File: src/rtl/dual_branch_predictor_if.sv
// Dual-issue branch predictor bus.
// Groups the fetch-side lookup (PC_fetch_n -> prediction_n), the execute-side
// resolution (BranchExecute_n, PC_execute_n, actual_prediction_n, prediction_ex_n)
// and the statistics outputs (branch_count, mispredict_count).
// master: the pipeline driving lookups/resolutions; slave: the predictor.
interface dual_branch_predictor_if #(
    parameter int unsigned CNT_WIDTH = 16
);
    logic [31:0]          PC_fetch_1;
    logic [31:0]          PC_fetch_2;
    logic                 prediction_1;
    logic                 prediction_2;
    logic                 BranchExecute_1;
    logic                 BranchExecute_2;
    logic [31:0]          PC_execute_1;
    logic [31:0]          PC_execute_2;
    logic                 actual_prediction_1;
    logic                 actual_prediction_2;
    logic                 prediction_ex_1;
    logic                 prediction_ex_2;
    logic [CNT_WIDTH-1:0] branch_count;
    logic [CNT_WIDTH-1:0] mispredict_count;

    modport master (
        output PC_fetch_1, PC_fetch_2,
        input  prediction_1, prediction_2,
        output BranchExecute_1, BranchExecute_2,
        output PC_execute_1, PC_execute_2,
        output actual_prediction_1, actual_prediction_2,
        output prediction_ex_1, prediction_ex_2,
        input  branch_count, mispredict_count
    );

    modport slave (
        input  PC_fetch_1, PC_fetch_2,
        output prediction_1, prediction_2,
        input  BranchExecute_1, BranchExecute_2,
        input  PC_execute_1, PC_execute_2,
        input  actual_prediction_1, actual_prediction_2,
        input  prediction_ex_1, prediction_ex_2,
        output branch_count, mispredict_count
    );
endinterface

File: src/rtl/dual_branch_predictor.sv
// Two-slot bimodal branch predictor.
// A table of 2^INDEX_BITS two-bit saturating counters indexed by PC[INDEX_BITS+1:2].
// Ports:
//   clk   - clock, all state updates on the rising edge
//   reset - synchronous active-high reset (table -> weak-NT, counters -> 0)
//   bus   - dual_branch_predictor_if.slave: combinational predictions for two fetch
//           PCs, counter updates from two resolving branches, and registered
//           saturating branch / mispredict statistics.
module dual_branch_predictor #(
    parameter int unsigned INDEX_BITS = 4,
    parameter int unsigned CNT_WIDTH  = 16
) (
    input logic                     clk,
    input logic                     reset,
    dual_branch_predictor_if.slave  bus
);
    localparam int unsigned Entries = 1 << INDEX_BITS;

    logic [1:0]            table_q [Entries];
    logic [1:0]            table_d [Entries];
    logic [CNT_WIDTH-1:0]  branch_cnt_q, branch_cnt_d;
    logic [CNT_WIDTH-1:0]  mispred_cnt_q, mispred_cnt_d;

    logic [INDEX_BITS-1:0] fetch_idx_1, fetch_idx_2;
    logic [INDEX_BITS-1:0] exec_idx_1, exec_idx_2;

    function automatic logic [1:0] sat_step(input logic [1:0] cnt, input logic taken);
        if (taken) begin
            return (cnt == 2'b11) ? 2'b11 : cnt + 2'b01;
        end
        return (cnt == 2'b00) ? 2'b00 : cnt - 2'b01;
    endfunction

    function automatic logic [CNT_WIDTH-1:0] sat_add(input logic [CNT_WIDTH-1:0] cnt,
                                                     input logic [1:0] inc);
        logic [CNT_WIDTH:0] sum;
        sum = {1'b0, cnt} + {{(CNT_WIDTH-1){1'b0}}, inc};
        return sum[CNT_WIDTH] ? {CNT_WIDTH{1'b1}} : sum[CNT_WIDTH-1:0];
    endfunction

    assign fetch_idx_1 = bus.PC_fetch_1[INDEX_BITS+1:2];
    assign fetch_idx_2 = bus.PC_fetch_2[INDEX_BITS+1:2];
    assign exec_idx_1  = bus.PC_execute_1[INDEX_BITS+1:2];
    assign exec_idx_2  = bus.PC_execute_2[INDEX_BITS+1:2];

    // Lookups read the registered table, so a same-cycle update is not bypassed.
    assign bus.prediction_1 = table_q[fetch_idx_1][1];
    assign bus.prediction_2 = table_q[fetch_idx_2][1];

    // Slot 2 steps from the slot-1 result, so a shared index gets both steps in order
    // and distinct indices are updated independently.
    always_comb begin
        table_d = table_q;
        if (bus.BranchExecute_1) begin
            table_d[exec_idx_1] = sat_step(table_q[exec_idx_1], bus.actual_prediction_1);
        end
        if (bus.BranchExecute_2) begin
            table_d[exec_idx_2] = sat_step(table_d[exec_idx_2], bus.actual_prediction_2);
        end
    end

    logic [1:0] branch_inc, mispred_inc;
    logic       mispred_1, mispred_2;

    always_comb begin
        mispred_1     = bus.BranchExecute_1 &
                        (bus.prediction_ex_1 ^ bus.actual_prediction_1);
        mispred_2     = bus.BranchExecute_2 &
                        (bus.prediction_ex_2 ^ bus.actual_prediction_2);
        branch_inc    = {1'b0, bus.BranchExecute_1} + {1'b0, bus.BranchExecute_2};
        mispred_inc   = {1'b0, mispred_1} + {1'b0, mispred_2};
        branch_cnt_d  = sat_add(branch_cnt_q, branch_inc);
        mispred_cnt_d = sat_add(mispred_cnt_q, mispred_inc);
    end

    always_ff @(posedge clk) begin
        if (reset) begin
            for (int i = 0; i < Entries; i++) begin
                table_q[i] <= 2'b01;
            end
            branch_cnt_q  <= '0;
            mispred_cnt_q <= '0;
        end else begin
            table_q       <= table_d;
            branch_cnt_q  <= branch_cnt_d;
            mispred_cnt_q <= mispred_cnt_d;
        end
    end

    assign bus.branch_count     = branch_cnt_q;
    assign bus.mispredict_count = mispred_cnt_q;

    // PC bits outside the index field do not affect prediction.
    logic unused_pc_bits;
    assign unused_pc_bits = ^{bus.PC_fetch_1[31:INDEX_BITS+2], bus.PC_fetch_1[1:0],
                              bus.PC_fetch_2[31:INDEX_BITS+2], bus.PC_fetch_2[1:0],
                              bus.PC_execute_1[31:INDEX_BITS+2], bus.PC_execute_1[1:0],
                              bus.PC_execute_2[31:INDEX_BITS+2], bus.PC_execute_2[1:0]};
endmodule

File: src/flat_wrapper.sv
// flat-port wrapper written by rule: the top's interface ports become plain ports
module dual_branch_predictor_flat 
#(
    parameter int unsigned INDEX_BITS = 4,
    parameter int unsigned CNT_WIDTH  = 16
)
  (clk, reset, bus_PC_fetch_1, bus_PC_fetch_2, bus_prediction_1, bus_prediction_2, bus_BranchExecute_1, bus_BranchExecute_2, bus_PC_execute_1, bus_PC_execute_2, bus_actual_prediction_1, bus_actual_prediction_2, bus_prediction_ex_1, bus_prediction_ex_2, bus_branch_count, bus_mispredict_count);
  dual_branch_predictor_if #(.CNT_WIDTH(CNT_WIDTH)) bus_i ();
  input logic clk;
  input logic reset;
  input wire logic [$bits(bus_i.PC_fetch_1)-1:0] bus_PC_fetch_1;
  input wire logic [$bits(bus_i.PC_fetch_2)-1:0] bus_PC_fetch_2;
  output wire logic [$bits(bus_i.prediction_1)-1:0] bus_prediction_1;
  output wire logic [$bits(bus_i.prediction_2)-1:0] bus_prediction_2;
  input wire logic [$bits(bus_i.BranchExecute_1)-1:0] bus_BranchExecute_1;
  input wire logic [$bits(bus_i.BranchExecute_2)-1:0] bus_BranchExecute_2;
  input wire logic [$bits(bus_i.PC_execute_1)-1:0] bus_PC_execute_1;
  input wire logic [$bits(bus_i.PC_execute_2)-1:0] bus_PC_execute_2;
  input wire logic [$bits(bus_i.actual_prediction_1)-1:0] bus_actual_prediction_1;
  input wire logic [$bits(bus_i.actual_prediction_2)-1:0] bus_actual_prediction_2;
  input wire logic [$bits(bus_i.prediction_ex_1)-1:0] bus_prediction_ex_1;
  input wire logic [$bits(bus_i.prediction_ex_2)-1:0] bus_prediction_ex_2;
  output wire logic [$bits(bus_i.branch_count)-1:0] bus_branch_count;
  output wire logic [$bits(bus_i.mispredict_count)-1:0] bus_mispredict_count;
  assign bus_i.PC_fetch_1 = bus_PC_fetch_1;
  assign bus_i.PC_fetch_2 = bus_PC_fetch_2;
  assign bus_prediction_1 = bus_i.prediction_1;
  assign bus_prediction_2 = bus_i.prediction_2;
  assign bus_i.BranchExecute_1 = bus_BranchExecute_1;
  assign bus_i.BranchExecute_2 = bus_BranchExecute_2;
  assign bus_i.PC_execute_1 = bus_PC_execute_1;
  assign bus_i.PC_execute_2 = bus_PC_execute_2;
  assign bus_i.actual_prediction_1 = bus_actual_prediction_1;
  assign bus_i.actual_prediction_2 = bus_actual_prediction_2;
  assign bus_i.prediction_ex_1 = bus_prediction_ex_1;
  assign bus_i.prediction_ex_2 = bus_prediction_ex_2;
  assign bus_branch_count = bus_i.branch_count;
  assign bus_mispredict_count = bus_i.mispredict_count;
  dual_branch_predictor #(.INDEX_BITS(INDEX_BITS), .CNT_WIDTH(CNT_WIDTH)) u_core (.clk(clk), .reset(reset), .bus(bus_i));
endmodule
File: config.mk
export PLATFORM = sky130hd
export DESIGN_NAME = dual_branch_predictor_flat
export DESIGN_NICKNAME = d
export VERILOG_FILES = /design/src/rtl/dual_branch_predictor_if.sv /design/src/rtl/dual_branch_predictor.sv /design/src/flat_wrapper.sv
export SDC_FILE = /design/constraint.sdc
export NUM_CORES = 1
export LEC_CHECK = 0
export CORE_ASPECT_RATIO = 1.2
export CORE_MARGIN = 2
export CORE_UTILIZATION = 41
export DETAILED_ROUTE_END_ITERATION = 7
export GPL_ROUTABILITY_DRIVEN = 1
export PLACE_DENSITY_LB_ADDON = 0.1
export SETUP_SLACK_MARGIN = 0.05
export SYNTH_ARGS = -nofsm -noshare
export SYNTH_HDL_FRONTEND = slang
export SYNTH_SLANG_ARGS = --single-unit
export TNS_END_PERCENT = 20
File: constraint.sdc
create_clock -name clk -period 3.6 [get_ports clk]
set_clock_uncertainty 0.15 [all_clocks]
set_input_delay 0.72 -clock clk [delete_from_list [all_inputs] [get_ports clk]]
set_output_delay 0.72 -clock clk [all_outputs]
set_load 0.02 [all_outputs]
## Yosys cells after proc, flatten, opt, wreduce, memory -nomap -nowiden

Index checks and enable logic that the tools add are counted.

- Input port bits: 136
- Register bits after elaboration: 64
- Output and inout port bits: 34

- Add/subtract/negate cells: 8
- Reduce and logical (&&, ||, !) cells: 4
- Bitwise logic cells: 8
- Equality and inequality tests: 2
- Mux-type cells: 36
- Order comparisons: 6

Operator list:

| cell | count |
|---|---|
| $bwmux 32 | 2 |
| $mux 32 | 2 |
| $mux 2 | 20 |
| $add 16x2->17 | 2 |
| $bmux 2 s4 | 4 |
| $mux 16 | 2 |
| $ge 5x5->1 const B | 4 |
| $not 4->5 | 4 |
| $demux 2 s4 | 2 |
| $lt 5x1->1 const B | 2 |
| $add 1x1->2 | 2 |
| $add 2x1->2 const B | 2 |
| $eq 2x2->1 const B | 2 |
| $logic_not 2->1 | 2 |
| $mux 1 | 4 |
| $sub 2x1->2 const B | 2 |
| $and 1x1->1 | 2 |
| $logic_and 1x1->1 | 2 |
| $xor 1x1->1 | 2 |

## Depth between registers and ports, before layout

- Depth in word-level cells: 21
- Gate-level depth with buffers: 12
- Depth with buffers taken out: 11

## Least setup slack after synthesis

OpenSTA, ideal clock, no wires.

- Kind: input to register
- Start: in bus_PC_execute_1[3]
- End: reg u_core.table_q[11] (netlist name)
- Path buffers: 2
- Cell stages on the path: 10
- Required time: 3.328 ns
- Library setup time: 0.122 ns
- Path slack: 0.062 ns
- Arrival time: 3.266 ns
- Cells stage by stage: buf_6 > buf_12 > mux2i_1 > mux4_2 > mux2_4 > o21ai_2 > a221oi_2 > o32a_1 > maj3_4 > o311a_1

- Cells in the longest elaborated chain, start to end: 21
- Elaborated cells between the ends (all ways): 34
- Those cells by class: add/sub: 4; order compare: 2; eq/ne: 2; mux: 22; bitwise: 1; reduce/logical: 3

RTL lines:

| item | line | text |
|---|---|---|
| from (decl) | flat_wrapper.sv:17 | `input wire logic [$bits(bus_i.PC_execute_1)-1:0] bus_PC_execute_1;` |
| $not 4->5 (not written as such) (*) | dual_branch_predictor.sv:55 | `table_d[exec_idx_1] = sat_step(table_q[exec_idx_1], bus.actual_prediction_1);` |
| $bmux 2 s4 | dual_branch_predictor.sv:55 |  |
| $mux 2 (not written as such) (2 in a row) | dual_branch_predictor.sv:55 |  |
| $add 2x1->2 or $eq 2x2->1 (tied branches) | dual_branch_predictor.sv:29 | `return (cnt == 2'b11) ? 2'b11 : cnt + 2'b01;` |
| $mux 2 | dual_branch_predictor.sv:29 |  |
| $mux 2 | dual_branch_predictor.sv:28 | `if (taken) begin` |
| $mux 2 | dual_branch_predictor.sv:31 | `return (cnt == 2'b00) ? 2'b00 : cnt - 2'b01;` |
| $mux 2 | dual_branch_predictor.sv:54 | `if (bus.BranchExecute_1) begin` |
| [3 not listed] | n/a |  |
| $mux 2 (not written as such) (2 in a row) | dual_branch_predictor.sv:58 | `table_d[exec_idx_2] = sat_step(table_d[exec_idx_2], bus.actual_prediction_2);` |
| $add 2x1->2 or $eq 2x2->1 (tied branches) | dual_branch_predictor.sv:29 |  |
| $mux 2 | dual_branch_predictor.sv:29 |  |
| $mux 2 | dual_branch_predictor.sv:28 |  |
| $mux 2 | dual_branch_predictor.sv:31 |  |
| $mux 2 | dual_branch_predictor.sv:57 | `if (bus.BranchExecute_2) begin` |
| $bwmux 32 | dual_branch_predictor.sv:58 |  |
| $mux 32 (*) | dual_branch_predictor.sv:57 |  |
| to (signal assigned) | dual_branch_predictor.sv:84 | `table_q <= table_d;` |
| to (decl) | dual_branch_predictor.sv:19 | `logic [1:0] table_q [Entries];` |

Mark *: on every way between the ends. The rest lies on a longest branch, timed or not. The select of a mux whose other input is x is not followed.
A chain may end at the register's enable or synchronous reset.

## Final worst setup path

Ends and elaborated chain as after synthesis.

==> results.cfg <==
[yosys]
avgSynthCellArea_um2 = 8.06
syn_inst = 577
synth_edf_count = 0
ys_seq_elements = 64
synth-warning-count = 0
ys_types = 80
ys_seq_area_share_pct = 27.5
ys.flop_type = dfxtp_1
synthesis.area_um2 = 4650
async_flop_share_pct = 0
syn_nets = 717

[floorplanning]
fp.dieArea_um2 = 12200
io_pins = 170
die_height_um = 121
core_area_um2 = 11000
fp.dieW_um = 101
initial_utilization_pct = 42.2
std_cell_rows = 42

[clock_network]
clk_latency_ns = 0.33
ctsHoldBuffers = 0
clockBufferDepth = 2
clk_pin_slew_ns = 0.05
root_buffer = clkbuf_16
numCtsBuffers = 9
htreeDepth = 3
cts_sinks = 64
cts_tree = yes

[sta]
tightest_slew_ns = 0.442
timing.slew.headroom_pct = 70.6
finalMaxSlewViolations = 0
timing.final.crit_share_pct = 100
setup_viol = 1
hold_violations = 0
min_period_ns = 3.62
rsz0062_at_grt = true
timing.final.ws_setup_ns = -0.0160
setup_tns_ns = -0.0160
fmax_mhz = 277

[layout]
layout-drive-gt1-share_pct = 26.5
fillerInstances = 1008
n_antenna_cell = 0
syn2layout_area_growth_pct = 43.7
nets = 875
finalNonFillerCells = 872

[setup_path]
reg2reg_depth = 9
slowest_stage = mux4_2
r2r-start = u_core.table_q[4]
cp.arrival_ns = 3.68
rrSetupSlack_ns = 0.32
worstPathRequired_ns = 3.66
rr_endpoint = u_core.table_q[11]
path_max_fanout = 7
crit_path_end_kind = register
cp_common_cell = buf_4
crit_path_start_kind = input pin
max_stage_delay_ns = 0.53
crit_chain = buf_4, buf_12, mux2i_2, mux4_2, mux2_4, o21ai_4, buf_4, a221oi_2, o32a_1, maj3_4, o311a_1
critPathKind = in2reg

[placed_design]
dp_cells = 848
io_buffers = 57
place_hpwl_mm = 12.9
gp_congestion = 0.984

[routing]
wl_mm = 17.5
drc = 0
vias = 5321
wl_per_cell_um = 20.1
viasPerCell = 6.10
first_pass_iters = 5
detail-route-antenna-nets = 0
drtIter0Drc = 429

[pwr]
power.leakage_nw = 2.60
ir_drop_mv = 0.236
powerDensity_nw_per_um2 = 332

[min_path]
hold_start = u_core.bus.branch_count[14]
hold_class = reg2reg
holdPathEnd = u_core.bus.branch_count[14]
hold_path_depth = 1

[run]
drv_cap = 0

[global_routing]
antenna_found_initial = 0
grt_pass1_wl_mm = 27.1
grt_usage_pct = 29.0
grt_overflow = 0
grt_max_degree = 59
grt_pass1_vias = 5133

[run_status]
status = finished with violations
violations = negative setup slack
-- synthesized netlist by cell type (3+ instances only) --
cell type / n / share of area (%)
a211o_1: 3 / 0.56
a211oi_1: 11 / 1.8
a21oi_1: 65 / 7.0
a31oi_1: 12 / 1.6
and2_1: 4 / 0.54
and3_1: 13 / 1.7
buf_6: 3 / 0.73
clkbuf_1: 24 / 1.9
dfxtp_1: 64 / 28
inv_1: 17 / 1.4
maj3_2: 4 / 0.97
mux2i_1: 16 / 3.4
mux4_2: 14 / 6.8
nand2_1: 62 / 5.0
nand2b_1: 3 / 0.40
nand3_1: 25 / 2.7
nand3b_1: 3 / 0.48
nand4_1: 5 / 0.67
nor2_1: 55 / 4.4
nor2_2: 3 / 0.40
nor2b_1: 6 / 0.81
nor3_1: 22 / 2.4
o211ai_1: 3 / 0.48
o21ai_0: 27 / 2.9
o221ai_1: 5 / 0.94
o22ai_1: 4 / 0.54
o31ai_1: 5 / 0.81
or2_2: 4 / 0.54
or3_1: 5 / 0.67
xnor2_1: 14 / 2.6
xor2_1: 11 / 2.1
-- stage by stage --
| stage | total power [mW] | hold WS [ns] | utilization [%] | setup WS, ns | area (µm²) |
|---|---|---|---|---|---|
| 6_report | 2.22 | 0.382 | 60.6 | -0.0160 | 6680 |
| 4_1_cts | 2.21 | 0.380 | 59.7 | 0.0469 | 6590 |
| 5_1_grt | 2.30 | 0.432 | 60.6 | -0.0203 | 6680 |
| 3_5_place_dp | 1.24 | 0.362 | 55.6 | -0.842 | 6140 |
| 2_1_floorplan | 1.02 | 0.376 | - | 0.0623 | 4650 |
| 3_3_place_gp | 1.23 | 0.371 | 55.6 | -0.741 | 6140 |
-- sequential cells by signal, summed over array words and instances (netlist names) --
signal                       count
u_core.table_q                  32
u_core.bus.branch_count         16
u_core.bus.mispredict_count     16
-- cells by family (layout without fill, tap and decap cells) --
| logic type | Yosys count | after routing | share of synthesized area (%) |
|---|---|---|---|
| AND/OR/NAND/NOR | 220 | 220 | 22.6 |
| buffers and inverters | 50 | 213 | 4.92 |
| adder cells (fa/ha/maj) | 9 | 9 | 2.66 |
| flip-flops | 64 | 64 | 27.5 |
| AO/OA/AOI/OAI | 173 | 173 | 25.1 |
| XOR/XNOR | 25 | 25 | 4.71 |
| multiplexers | 36 | 36 | 12.4 |
-- what timing repair did --
item,CTS,global route
setup endpoints to repair,34,32
buffers inserted,5,3
gates resized for setup,22,16
pin swaps,8,4
cloned,1,1
-- how the worst max path moves through the flow --
| stage | slack [ns] | start | end | cells after the start |
|---|---|---|---|---|
| 4_1_cts | 0.05 | bus_PC_execute_1[3] | u_core.table_q[5] | 15 |
| 3_5_place_dp | -0.84 | bus_PC_execute_1[3] | u_core.table_q[1] | 13 |
| 2_1_floorplan | 0.06 | bus_PC_execute_1[3] | u_core.table_q[11] | 10 |
| 5_1_grt | -0.02 | bus_PC_execute_1[3] | u_core.table_q[11] | 11 |
| 3_3_place_gp | -0.74 | bus_PC_execute_1[3] | u_core.table_q[1] | 13 |
| 6_report | -0.02 | bus_PC_execute_1[3] | u_core.table_q[11] | 11 |
-- cell type report --
class	count	area, µm²	share of cell area, %
clock inverters	5	80.1	1.20
repair buffers	179	1590	23.7
flip-flops and latches	64	1280	19.2
multi-input cells	463	3260	48.8
clock buffers	11	243	3.63
inverters	18	67.6	1.01
well taps	132	165	2.47
-- metal layers --
layer,track usage [%],vias up,routed length [µm]
met5,0,-,0
met4,13.0,0,779
met3,5.66,43,1370
met2,48.4,266,8470
met1,35.9,2540,6920
li1,-,2472,-
-- report_power, final --
part           leakage, nW  switching [mW]  internal, mW  total [mW]
logic                 1.93           0.278         0.238       0.515
clock network        0.152           0.323         0.624       0.946
registers            0.519          0.0243         0.732       0.756
-- cell usage in the layout (no fill, tap or decap), types with 5 or more instances in the layout --
master	synthesis	final
a211oi_1	11	10
a21oi_1	65	64
a31oi_1	12	12
and3_1	13	13
buf_12	1	5
buf_4	0	113
clkbuf_16	0	10
clkdlybuf4s50_1	0	51
dfxtp_1	64	64
inv_1	17	17
mux2i_1	16	12
mux4_2	14	15
nand2_1	62	62
nand3_1	25	25
nand4_1	5	5
nor2_1	55	55
nor2b_1	6	6
nor3_1	22	22
o21ai_0	27	25
o221ai_1	5	5
or3_1	5	5
xnor2_1	14	14
xor2_1	11	11
-- critical path, delay by kind of cell --
| family | cells | cell delay (ns) |
|---|---|---|
| AOI/OAI and AO/OA | 4 | 1.04 |
| adders and majority gates | 1 | 0.39 |
| muxes | 3 | 1.04 |
| buffers and inverters | 3 | 0.47 |
Note: power is estimated with default switching activity, not from simulation.
